--- config.mk ---
export PLATFORM = sky130hd
export DESIGN_NAME = serial_adder
export DESIGN_NICKNAME = d
export VERILOG_FILES = /design/src/rtl/serial_adder.sv
export SDC_FILE = /design/constraint.sdc
export NUM_CORES = 1
export LEC_CHECK = 0
export CAP_MARGIN = 15
export CORE_ASPECT_RATIO = 0.9
export CORE_MARGIN = 3
export CORE_UTILIZATION = 51
export CTS_BUF_LIST = sky130_fd_sc_hd__clkbuf_16
export CTS_CLUSTER_DIAMETER = 50
export DETAILED_ROUTE_END_ITERATION = 12
export GPL_ROUTABILITY_DRIVEN = 0
export PLACE_DENSITY = 0.77
export SETUP_SLACK_MARGIN = 0.15
export SKIP_CTS_REPAIR_TIMING = 1
export SYNTH_ARGS = -nofsm -noshare
export SYNTH_HDL_FRONTEND = slang
export SYNTH_SLANG_ARGS = --single-unit
--- constraint.sdc ---
create_clock -name clk -period 2 [get_ports clk]
set_input_delay 0.6 -clock clk [delete_from_list [all_inputs] [get_ports clk]]
set_output_delay 0.6 -clock clk [all_outputs]
set_load 0.005 [all_outputs]
--- src/rtl/serial_adder.sv ---
// Bit-serial adder: one full-adder cell and a carry flop, LSB-first over WIDTH clocks.
// Optional subtract mode (input sub) is built when SERIAL_ADDER_SUB_EN is defined.
module serial_adder #(
   parameter int unsigned WIDTH = 8
) (
   input  logic             clk,
   input  logic             rst_n,
   input  logic             start,
   input  logic [WIDTH-1:0] a,
   input  logic [WIDTH-1:0] b,
   input  logic             cin,
`ifdef SERIAL_ADDER_SUB_EN
   input  logic             sub,
`endif
   output logic             busy,
   output logic             done,
   output logic [WIDTH-1:0] sum,
   output logic             carry
);

   localparam int unsigned CW = $clog2(WIDTH) + 1;

   localparam logic [1:0] IDLE = 2'd0;
   localparam logic [1:0] RUN  = 2'd1;
   localparam logic [1:0] DONE = 2'd2;

   logic [1:0]       state;
   logic [WIDTH-1:0] a_sh;
   logic [WIDTH-1:0] b_sh;
   logic [WIDTH-1:0] psum;
   logic [WIDTH-1:0] psum_nx;
   logic             c;
   logic [CW-1:0]    cnt;

   logic             s;
   logic             c_nx;
   logic             last;
   logic [WIDTH-1:0] b_in;
   logic             c_in;

   always_comb begin
      s    = a_sh[0] ^ b_sh[0] ^ c;
      c_nx = (a_sh[0] & b_sh[0]) | (a_sh[0] & c) | (b_sh[0] & c);
      // shift-then-insert keeps this legal for WIDTH == 1
      psum_nx            = psum >> 1;
      psum_nx[WIDTH-1]   = s;
      last               = (cnt == CW'(WIDTH - 1));
`ifdef SERIAL_ADDER_SUB_EN
      b_in = sub ? ~b : b;
      c_in = sub ? 1'b1 : cin;
`else
      b_in = b;
      c_in = cin;
`endif
   end

   always_ff @(posedge clk or negedge rst_n) begin
      if (!rst_n) begin
         state <= IDLE;
         a_sh  <= '0;
         b_sh  <= '0;
         psum  <= '0;
         c     <= 1'b0;
         cnt   <= '0;
         sum   <= '0;
         carry <= 1'b0;
      end else begin
         case (state)
            IDLE: begin
               if (start) begin
                  a_sh  <= a;
                  b_sh  <= b_in;
                  c     <= c_in;
                  psum  <= '0;
                  cnt   <= '0;
                  state <= RUN;
               end
            end
            RUN: begin
               a_sh <= a_sh >> 1;
               b_sh <= b_sh >> 1;
               c    <= c_nx;
               psum <= psum_nx;
               cnt  <= cnt + CW'(1);
               if (last) begin
                  sum   <= psum_nx;
                  carry <= c_nx;
                  state <= DONE;
               end
            end
            DONE:    state <= IDLE;
            default: state <= IDLE;
         endcase
      end
   end

   assign busy = (state != IDLE);
   assign done = (state == DONE);

endmodule

==> impl_metrics.ini <==
[sta]
timing.max_slew.rel_slack = 0.687
hold_viol = 0
finalCritPeriodShare = 0.891
fin_skew_ns = 0.00378
setup_viol_count_final = 0
final-max-slew-violation-count = 0
max_slew.worst_pin.slew_ns = 0.468
achievable-frequency_mhz = 561
final_period_minus_worst_setup_slack_ns = 1.78
grt_setup_unrepaired = true

[worst_setup_path]
crit_path_max_fanout = 20
cp-start-kind = register
critPathArrivalTime_ns = 1.95
setup.reg_to_reg.worst_slack_ns = 0.22
worst_r2r_path_depth = 4
r2r-end = sum[6]
endpoint_kind = register
critical_path.reg2reg.startpoint = state[1]
crit_required_ns = 2.17
critPathKind = reg2reg
worst_setup_path_startpoint = state[1]
crit_end = sum[6]

[cells_and_area]
layout.cell_area.non_filler_sq_um = 2210
final_layout_size_suffix_gt1_frac = 0.171
num-fill-cells = 181
layout.nets = 214
n_antenna_cell = 0
layout-area-overhead-vs-synth_pct = 34.4

[synth]
portion_of_synthesized_cell_area_occupied_by_the_leading_cell_type = 0.593
compound_gate_fraction_of_synth_area = 0.0836
post-synth-top-area-cell = sky130_fd_sc_hd__dfrtp_1
synthMuxAreaShare = 0.0676
synth_simple_gate_area_share = 0.210
synthCells = 153
synthesis.nets = 175
syn_avg_cell_area_sq_um = 10.8
post_synth_fa_ha_maj_area_fraction = 0.0198
synth.cell_area_sq_um = 1650
synth_xor_area_frac = 0
ys_types = 25
combinational_family_with_the_most_area_after_synthesis = simple AND/OR/NAND/NOR gates
synth-edff-count = 0
ys_top_cells_by_area = sky130_fd_sc_hd__dfrtp_1 59%, sky130_fd_sc_hd__nand2_1 9.6%, sky130_fd_sc_hd__mux2_2 6.2%, sky130_fd_sc_hd__a22oi_1 4.1%, sky130_fd_sc_hd__nand3_1 3.0%
synth_flop_cell = sky130_fd_sc_hd__dfrtp_1
yosys.cell_count.top_type = sky130_fd_sc_hd__nand2_1
synth_seq_cells = 39
yosys-top-cells-count = 42 x sky130_fd_sc_hd__nand2_1, 39 x sky130_fd_sc_hd__dfrtp_1, 10 x sky130_fd_sc_hd__nand3_1
async_reset_ff_frac = 1.00
synth_sequential_area_ratio = 0.593
yosys_warnings = 0

[floorplanning]
fp.coreArea_sq_um = 2910
start_util = 0.567
placement_rows = 18
num_io_pins = 31
fp.dieW_microns = 65.9
die-area_sq_um = 3950
die_height_microns = 59.9

[power_and_ir_drop]
p_leak_nw = 1.07
power_mw = 3.46
power_density_nw_per_um2 = 1560
power.ir.vdd_worst_v = 0.00107

[detailed_routing]
detailed_route_wire_length_microns = 3500
avgRoutedWirePerCell_microns = 15.0
via_count = 1262
detailed_route_drc_error_count = 0
drt_first_pass_iters = 4
via_per_inst = 5.42
initial_drc_count = 114
ant_nets = 0

[cts]
cts_root_buf = sky130_fd_sc_hd__clkbuf_16
cts_made_buffers = 5
tritoncts = done
clkSinkCount = 39
cts_htree_levels = 2
clockBufferDepth = 2
clock_latency_ns = 0.28
worst_setup_hold_path_clk_slew_ns = 0.06

[run_status]
run_status = completed

[global_routing]
grt-ovfl-total = 0
pin_count_of_the_biggest_net_entering_global_routing = 40
global_route_wire_length_before_repair_microns = 6200
antenna_found_initial = 0
grt_overall_usage = 0.214
via_count_of_the_first_global_routing_pass = 1304

[place]
dp_hpwl_microns = 2220
dpl_cell_area_sq_um = 2020
buffer_ports.inserted = 30

[flow_run]
cap_viol_max_count = 0

[min_path]
hold_path.class = in2async
==> routing by layer <==
metal  up-vias  share of wire  global-route usage
met4         0          0.022              0.0769
met3         7          0.062              0.0789
met1       609           0.44               0.293
met5         -              0                   0
li1        604              -                   -
met2        42           0.48               0.314
==> state kept, by name, summed over array words and instances, names as in the netlist <==
register,flops
state,2
a_sh,8
sum,8
b_sh,8
cnt,4
psum,7
carry,1
c,1
==> final cells by class <==
type                    instances  area (sq um)  share of cell area
clock buffers                   5           125              0.0565
multi-input cells             105           627               0.283
clock inverters                 3          38.8              0.0175
repair buffers                 41           395               0.179
well taps                      40          50.0              0.0226
flip-flops and latches         39           977               0.441
==> kinds of logic after synthesis <==
kind of cell	count (synthesis)
and+or+nand+nor	73
adders and majority gates	2
muxes	10
buffers and inverters	9
AOI/OAI and AO/OA	20
DFF	39
==> critical path, cell delays in order, from the launching register on <==
cell and delay [ns]:
sky130_fd_sc_hd__dfrtp_2 0.42, sky130_fd_sc_hd__buf_4 0.14, sky130_fd_sc_hd__nand2b_4 0.24, sky130_fd_sc_hd__nor3_4 0.46, sky130_fd_sc_hd__mux2_2 0.39
==> power by group <==
group          leakage (nW)  switching [mW]  internal, mW
clock                0.0812           0.304         0.581
combinational         0.491           0.601         0.620
sequential            0.493           0.219          1.14
total                  1.07            1.12          2.34
==> cells in the final DEF (no fill, tap or decap), types with 5 or more instances in the layout <==
cell,n
sky130_fd_sc_hd__o22ai_1,6
sky130_fd_sc_hd__mux2_2,9
sky130_fd_sc_hd__clkbuf_16,5
sky130_fd_sc_hd__nand3_1,10
sky130_fd_sc_hd__nor2_1,6
sky130_fd_sc_hd__clkdlybuf4s50_1,27
sky130_fd_sc_hd__buf_4,10
sky130_fd_sc_hd__nand2_1,42
sky130_fd_sc_hd__a22oi_1,9
sky130_fd_sc_hd__nor3_1,6
sky130_fd_sc_hd__dfrtp_1,38
==> per-stage QoR <==
step / TNS (ns) / hold slack (ns) / util / instances / worst slack (ns)
final: 0 / 0.272 / 0.762 / 233 / 0.218
after detailed placement: -0.0434 / 0.463 / 0.696 / 222 / -0.0434
after CTS: -0.0773 / 0.277 / 0.752 / 230 / -0.0773
after global routing: 0 / 0.284 / 0.762 / 233 / 0.133
after floorplan: 0 / 0.304 / - / 153 / 0.518
after global placement: 0 / 0.459 / 0.696 / 222 / 0.0583
==> worst min path at each step <==
stage          endpoint    start  slack (ns)  cells after the start
2_1_floorplan   a_sh[0]    rst_n        0.30                      0
3_3_place_gp    b_sh[1]  b_sh[1]        0.46                      2
3_5_place_dp    a_sh[1]  a_sh[1]        0.46                      2
4_1_cts         a_sh[1]    rst_n        0.28                      2
5_1_grt         b_sh[0]    rst_n        0.28                      2
6_report        b_sh[4]    rst_n        0.27                      2
(Power assumes the default switching activity.)
